<file path="config.mk">
export PLATFORM = sky130hd
export DESIGN_NAME = keypad_debouncer_flat
export DESIGN_NICKNAME = d
export VERILOG_FILES = /design/src/rtl/keypad_debouncer_if.sv /design/src/rtl/keypad_debouncer.sv /design/src/flat_wrapper.sv
export SDC_FILE = /design/constraint.sdc
export NUM_CORES = 1
export LEC_CHECK = 0
export CAP_MARGIN = 10
export CORE_MARGIN = 3
export CORE_UTILIZATION = 40
export DETAILED_ROUTE_END_ITERATION = 10
export GPL_ROUTABILITY_DRIVEN = 0
export SKIP_CTS_REPAIR_TIMING = 1
export SYNTH_ARGS = -nofsm -noshare
export SYNTH_HDL_FRONTEND = slang
export SYNTH_SLANG_ARGS = --single-unit
</file>
<file path="constraint.sdc">
create_clock -name clk -period 4.6 [get_ports clk]
set_clock_uncertainty 0.05 [all_clocks]
set_input_delay 0.46 -clock clk [delete_from_list [all_inputs] [get_ports clk]]
set_output_delay 0.46 -clock clk [all_outputs]
set_load 0.02 [all_outputs]
</file>
<file path="src/rtl/keypad_debouncer_if.sv">
// Signal bundle between the raw 10-key digit pad and its debounced outputs.
interface keypad_debouncer_if;
  logic [9:0] key_raw;
  logic [9:0] A;
  logic [3:0] key_code;
  logic       key_pulse;
  logic       key_err;

  modport master (output key_raw, input A, key_code, key_pulse, key_err);
  modport slave  (input key_raw, output A, key_code, key_pulse, key_err);
endinterface

</file>
<file path="src/rtl/keypad_debouncer.sv">
// Debounces the 10-key digit pad into a clean one-hot level, binary code and acceptance strobe.
// Optional auto-repeat of the strobe while a key is held: define KEYPAD_REPEAT_EN.
module keypad_debouncer #(
  parameter int DEBOUNCE_CYCLES = 4,
  parameter int REPEAT_CYCLES   = 16
) (
  input  logic              clk,
  input  logic              rst,
  keypad_debouncer_if.slave kp
);

  localparam int CW = $clog2(DEBOUNCE_CYCLES + 1);
  localparam logic [CW-1:0] CNT_LAST = CW'(DEBOUNCE_CYCLES - 1);

  typedef enum logic [1:0] {IDLE, PRESS_DB, HELD, REL_DB} state_t;

  state_t        state, state_next;
  logic [9:0]    sync_1, s;
  logic [9:0]    cand, cand_next;
  logic [CW-1:0] cnt, cnt_next;
  logic [9:0]    a_q, a_next;
  logic [3:0]    code_q, code_next;
  logic          pulse_q, pulse_next;
  logic          err_q;
  logic          s_zero, s_onehot, s_multi, s_match, cnt_done;
  logic          rep_fire;

  function automatic logic [3:0] index_of(input logic [9:0] v);
    logic [3:0] idx;
    idx = 4'hF;
    for (int i = 0; i < 10; i++) begin
      if (v[i]) idx = 4'(i);
    end
    return idx;
  endfunction

  // Clearing the lowest set bit leaves something only when two or more keys are down.
  assign s_zero   = (s == 10'd0);
  assign s_multi  = ((s & (s - 10'd1)) != 10'd0);
  assign s_onehot = !s_zero && !s_multi;
  assign s_match  = (s == cand);
  assign cnt_done = (cnt == CNT_LAST);

  always_ff @(posedge clk) begin
    if (rst) begin
      sync_1  <= '0;
      s       <= '0;
      state   <= IDLE;
      cand    <= '0;
      cnt     <= '0;
      a_q     <= '0;
      code_q  <= 4'hF;
      pulse_q <= 1'b0;
      err_q   <= 1'b0;
    end else begin
      sync_1  <= kp.key_raw;
      s       <= sync_1;
      state   <= state_next;
      cand    <= cand_next;
      cnt     <= cnt_next;
      a_q     <= a_next;
      code_q  <= code_next;
      pulse_q <= pulse_next;
      err_q   <= s_multi;
    end
  end

  always_comb begin
    state_next = state;
    cand_next  = cand;
    cnt_next   = cnt;
    unique case (state)
      IDLE: begin
        if (s_onehot) begin
          cand_next  = s;
          cnt_next   = '0;
          state_next = PRESS_DB;
        end
      end
      PRESS_DB: begin
        if (s_match) begin
          cnt_next = cnt + 1'b1;
          if (cnt_done) state_next = HELD;
        end else begin
          state_next = IDLE;
        end
      end
      HELD: begin
        if (s_zero) begin
          cnt_next   = '0;
          state_next = REL_DB;
        end
      end
      REL_DB: begin
        if (s_zero) begin
          cnt_next = cnt + 1'b1;
          if (cnt_done) state_next = IDLE;
        end else begin
          state_next = HELD;
        end
      end
      default: state_next = IDLE;
    endcase
  end

  // Outputs only move on a completed press or release window, so A is never anything but zero or cand.
  always_comb begin
    a_next     = a_q;
    code_next  = code_q;
    pulse_next = rep_fire;
    if (state == PRESS_DB && s_match && cnt_done) begin
      a_next     = cand;
      code_next  = index_of(cand);
      pulse_next = 1'b1;
    end
    if (state == REL_DB && s_zero && cnt_done) begin
      a_next    = '0;
      code_next = 4'hF;
    end
  end

`ifdef KEYPAD_REPEAT_EN
  localparam int RW = $clog2(REPEAT_CYCLES + 1);
  localparam logic [RW-1:0] REP_LAST = RW'(REPEAT_CYCLES - 1);

  logic [RW-1:0] rep_cnt, rep_next;

  assign rep_fire = (state == HELD) && s_match && (rep_cnt == REP_LAST);

  // Restart the period on every entry to HELD; hold the count while extra keys disturb s.
  always_comb begin
    rep_next = rep_cnt;
    if ((state == PRESS_DB || state == REL_DB) && state_next == HELD) begin
      rep_next = '0;
    end else if (state == HELD && s_match) begin
      rep_next = rep_fire ? '0 : rep_cnt + 1'b1;
    end
  end

  always_ff @(posedge clk) begin
    if (rst) rep_cnt <= '0;
    else     rep_cnt <= rep_next;
  end
`else
  assign rep_fire = 1'b0;
`endif

  assign kp.A         = a_q;
  assign kp.key_code  = code_q;
  assign kp.key_pulse = pulse_q;
  assign kp.key_err   = err_q;

endmodule

</file>
<file path="src/flat_wrapper.sv">
// flat-port wrapper written by rule: the top's interface ports become plain ports
module keypad_debouncer_flat 
#(
  parameter int DEBOUNCE_CYCLES = 4,
  parameter int REPEAT_CYCLES   = 16
)
  (clk, rst, kp_key_raw, kp_A, kp_key_code, kp_key_pulse, kp_key_err);
  keypad_debouncer_if kp_i ();
  input  logic clk;
  input  logic rst;
  input wire logic [$bits(kp_i.key_raw)-1:0] kp_key_raw;
  output wire logic [$bits(kp_i.A)-1:0] kp_A;
  output wire logic [$bits(kp_i.key_code)-1:0] kp_key_code;
  output wire logic [$bits(kp_i.key_pulse)-1:0] kp_key_pulse;
  output wire logic [$bits(kp_i.key_err)-1:0] kp_key_err;
  assign kp_i.key_raw = kp_key_raw;
  assign kp_A = kp_i.A;
  assign kp_key_code = kp_i.key_code;
  assign kp_key_pulse = kp_i.key_pulse;
  assign kp_key_err = kp_i.key_err;
  keypad_debouncer #(.DEBOUNCE_CYCLES(DEBOUNCE_CYCLES), .REPEAT_CYCLES(REPEAT_CYCLES)) u_core (.clk(clk), .rst(rst), .kp(kp_i));
endmodule
</file>
Word level (Yosys, flattened, before mapping):

Cells that the tools add are included.

* reduce and logical (&&, ||, !) cells: 14
* equal/unequal tests: 11
* bitwise gates (word level): 1
* muxes and demuxes: 23
* add/sub/neg operators: 2

Operator list (number)
* $mux 4: 10
* $mux 2: 6
* $mux 3: 4
* $pmux 3 s4: 1
* $and 10x10->10: 1
* $eq 10x10->1: 1
* $logic_not 10->1: 1
* $reduce_bool 10->1: 1
* $sub 10x1->10 const B: 1
* $ne 2x1->1 const B: 4
* $pmux 2 s4: 1
* $reduce_and 4->1: 2
* $ne 3x3->1 const B: 2
* $logic_and 1x1->1: 5
* $eq 2x2->1 const B: 2
* $add 3x1->3 const B: 1
* $eq 3x2->1 const B: 1
* $eq 2x1->1 const B: 1
* $logic_not 1->1: 2
* $logic_not 2->1: 1
* $reduce_and 2->1: 1
* $reduce_or 2->1: 1
* $mux 1: 1

* bits of input ports: 12
* bits in registers: 51
* output and inout port bits: 16

Longest topological paths before layout:

* depth in word-level cells: 10
* mapped depth: 8

Least setup slack after synthesis:

Ideal clock, no wire load.

* path kind: register -> register
* start: register u_core.s[4]
* end: register u_core.cand[0]
* period minus slack after synthesis: 2.169 ns
* required time: 4.422 ns
* library setup time: 0.128 ns
* buffers on the path: 1
* stages on the path, launching flop included: 8
* path slack: 2.431 ns
* data arrival time: 1.991 ns
* cell sequence: dfxtp_1 or4_4 a211oi_1 a21oi_1 or4_1 buf_6 mux2i_1 nor2_1

* cells in the longest elaborated chain, start to end: 6

RTL lines
* from (decl): line keypad_debouncer.sv:18 `logic [9:0] sync_1, s;`
* from (signal assigned): line keypad_debouncer.sv:57 `s <= sync_1;`
* $sub 10x1->10: line keypad_debouncer.sv:39 `assign s_multi = ((s & (s - 10'd1)) != 10'd0);`
* $and 10x10->10: line keypad_debouncer.sv:39
* $reduce_bool 10->1: line keypad_debouncer.sv:39
* $logic_not 1->1: line keypad_debouncer.sv:40 `assign s_onehot = !s_zero && !s_multi;`
* $logic_and 1x1->1 (*): line keypad_debouncer.sv:40
* $reduce_and 2->1 (no source line) (*)
* to (signal assigned): line keypad_debouncer.sv:59 `cand <= cand_next;`
* to (decl): line keypad_debouncer.sv:19 `logic [9:0] cand, cand_next;`

Every way passes the cells marked *; elsewhere a longest branch is shown, timed or not.
A chain may end at the register's enable or synchronous reset.

Final worst setup path:

* start: register u_core.s[4]
* end: register u_core.cand[8]

The elaborated chain is that of the path after synthesis.

==> metrics <==
outcome=finished clean; GRT Resource Usage Total=0.143; Reg clk slew, reported paths=0.09 ns; slew of the pin with the lowest slew margin=0.838 ns; Syn Nets=223; vias in the first global route=1433; Yosys warnings=0; Pwr per Cell Area=338 nW/um^2; H-tree levels=2; Yosys top cell by area=dfxtp_1; Util after Layout=0.506; Setup CP Type=flop to flop; Area Overhead vs Synth=20.2%; Initial DRT Pass Iterations=4; drt wl/cell=12.7 um; routed vias/inst=4.96; count leader, synth=dfxtp_1; initial antenna violation count=0; CTS tree=done; fin nets=250; CP Launch Type=flop; Antenna diodes=0; clk_lat worst skew=0.30 ns; Die Ht=77.2 um; Synth Area in Simple Gates=0.193; Slew headroom=0.441; Max rail drop VDD=0.000170 V; layout cells sized above 1=0.0506; chip width=77.2 um; Via Count=1507; Max Fclk=0.394 GHz; Hold Path Depth=1; Fin. Hold Viols=0; Main synth FF type=dfxtp_1; Compound-Gate Fraction of Synth Area=0.125; worst hold margin=0.388 ns; synthesized area=2030 sq um; P_leak=1.05 nW; # DRC=0; critical path peak fanout=10; global-route wire length before repair=6820 um; clk buf depth=2; Die ar.=5960 sq um; EDFF count, synth=0; reg-to-reg endpoint=u_core.cand[8]$_SDFFE_PP0P_; post-synthesis mux area share=0.0888; Crit-path slowest cell=or4_1; R2R cell count=6; largest family of logic cells by synthesized area=simple AND/OR/NAND/NOR gates; core area=4820 sq um; crit path from=u_core.s[4]$_SDFF_PP0_; Hold EP=u_core.s[7]$_SDFF_PP0_; class of the worst hold path=flop to flop; RSZ-0062 raised after global routing=false; pin count of the biggest net entering global routing=36; Period minus WS final=2.54 ns; critical path's largest stage delay=0.81 ns; starting density of the core=0.421; Yosys reg bits=51; Tcrit/Tclk final=0.552; Post-Synth XOR/XNOR Area=0.0432; arrival time of the worst setup path=2.68 ns; most common library cells after synthesis=dfxtp_1, nor2_1, nor2b_1, mux2i_1, a21oi_1; IO buf count=27; delay-heaviest family, CP=simple AND/OR/NAND/NOR gates; hpwl dp=2660 um; hold_sp=u_core.sync_1[7]$_SDFF_PP0_; Final Max Slew Viols=0; total wire length=3870 um; CTS Root Cell=clkbuf_8; synth unique cells=39; final setup TNS=0 ns; Area contributors post-synth=dfxtp_1, mux2i_1, nor2b_1, nor2_1, xor2_1; global route total overflow=0; sequential cell area fraction in the yosys report=0.503; number of max-cap violations=0; Post-Synth Adder-Cell Area=0.0173; count of final setup violators=0; CTS buffer count=5; initial detailed-routing violation count=66; clk sinks=51; critical path required time=4.74 ns; crit end category=flop; Antenna Nets Post-Route=0; WP buf/inv=0; worst r2r src=u_core.s[4]$_SDFF_PP0_; reg2reg setup slack=2.06 ns; FF+latch area=1020 sq um; row cnt=25; worst path cell trace=or4_4, a211oi_1, a21oi_1, or4_1, mux2i_1, nor2_1; synthesized instance count=209; share of flip-flops with an asynchronous set or reset=0; area of the multi-input gates=948 sq um; IO Pins=28; share of the synthesized area in the top cell type=0.503; Avg Synthesized Cell Area=9.71 sq um; Filler cells=489
[cell usage in the layout (no fill, tap or decap), drive strengths merged, types with 2 or more instances in the layout]
master,count
dfxtp,51
nor2,29
clkdlybuf4s50,27
nor2b,20
mux2i,18
a21oi,11
xor2,10
clkbuf,7
nor3,6
nand2,6
inv,5
o21ai,5
nor4,4
nand3,3
o31ai,3
a211o,3
a2111oi,3
or3,3
a31oi,2
o21bai,2
ha,2
buf,2
or4,2
[registers in the layout (all words and copies together), names as in the netlist]
signal               count
u_core.cand             10
u_core.cnt               3
u_core.kp.A             10
u_core.kp.key_code       4
u_core.kp.key_err        1
u_core.kp.key_pulse      1
u_core.s                10
u_core.state             2
u_core.sync_1           10
[power by group]
| part | total (W) | internal (W) | switching [W] |
|---|---|---|---|
| clock | 0.000244 | 0.000107 | 0.000137 |
| sequential | 0.000476 | 0.000458 | 0.0000181 |
| combinational | 0.000106 | 0.0000526 | 0.0000534 |
[cell families after synthesis]
group                    after synthesis
AO/OA/AOI/OAI                         37
XOR/XNOR                              10
adder cells (fa/ha/maj)                3
buffers and inverters                 14
flip-flops                            51
multiplexers                          18
AND/OR/NAND/NOR                       76
[worst register-to-register path, delay by kind of cell (launching register included)]
kind / cells / cell delay (ns)
flops: 1 / 0.39
compound gates: 2 / 0.30
mux: 1 / 0.25
simple gates: 3 / 1.43
[metal layers]
layer	GRT usage	vias to the layer above	part of all wire
met5	0	-	0
met4	0.0534	0	0.015
met3	0.0446	5	0.049
met2	0.226	33	0.45
met1	0.183	688	0.48
li1	-	781	-
[worst max path at each step]
stage	endpoint	slack, ns	cells after the start
final	u_core.cand[8]$_SDFFE_PP0P_	2.06	6
after global routing	u_core.cand[4]$_SDFFE_PP0P_	1.91	6
after CTS	u_core.cand[8]$_SDFFE_PP0P_	2.05	6
after detailed placement	u_core.cand[6]$_SDFFE_PP0P_	2.08	6
after global placement	u_core.cand[1]$_SDFFE_PP0P_	2.09	6
after floorplan	u_core.cand[0]$_SDFFE_PP0P_	2.43	7
[metrics by stage]
step	total power, W	worst slack, ns	area [sq um]	instances
finish	0.000825	2.06	2440	304
global route	0.000872	1.91	2440	304
CTS	0.000836	2.05	2440	304
detailed placement	0.000592	2.08	2360	296
global placement	0.000591	2.09	2360	296
floorplan	0.000565	2.43	2030	209
[final cells by class]
cell class                      instances  area share
Sequential cell                        51       0.419
Multi-Input combinational cell        144       0.389
Timing Repair Buffer                   29       0.117
Tap cell                               67      0.0344
Clock buffer                            7      0.0313
Inverter                                5     0.00770
Clock inverter                          1     0.00205
Note: power is estimated with default switching activity, not from simulation.
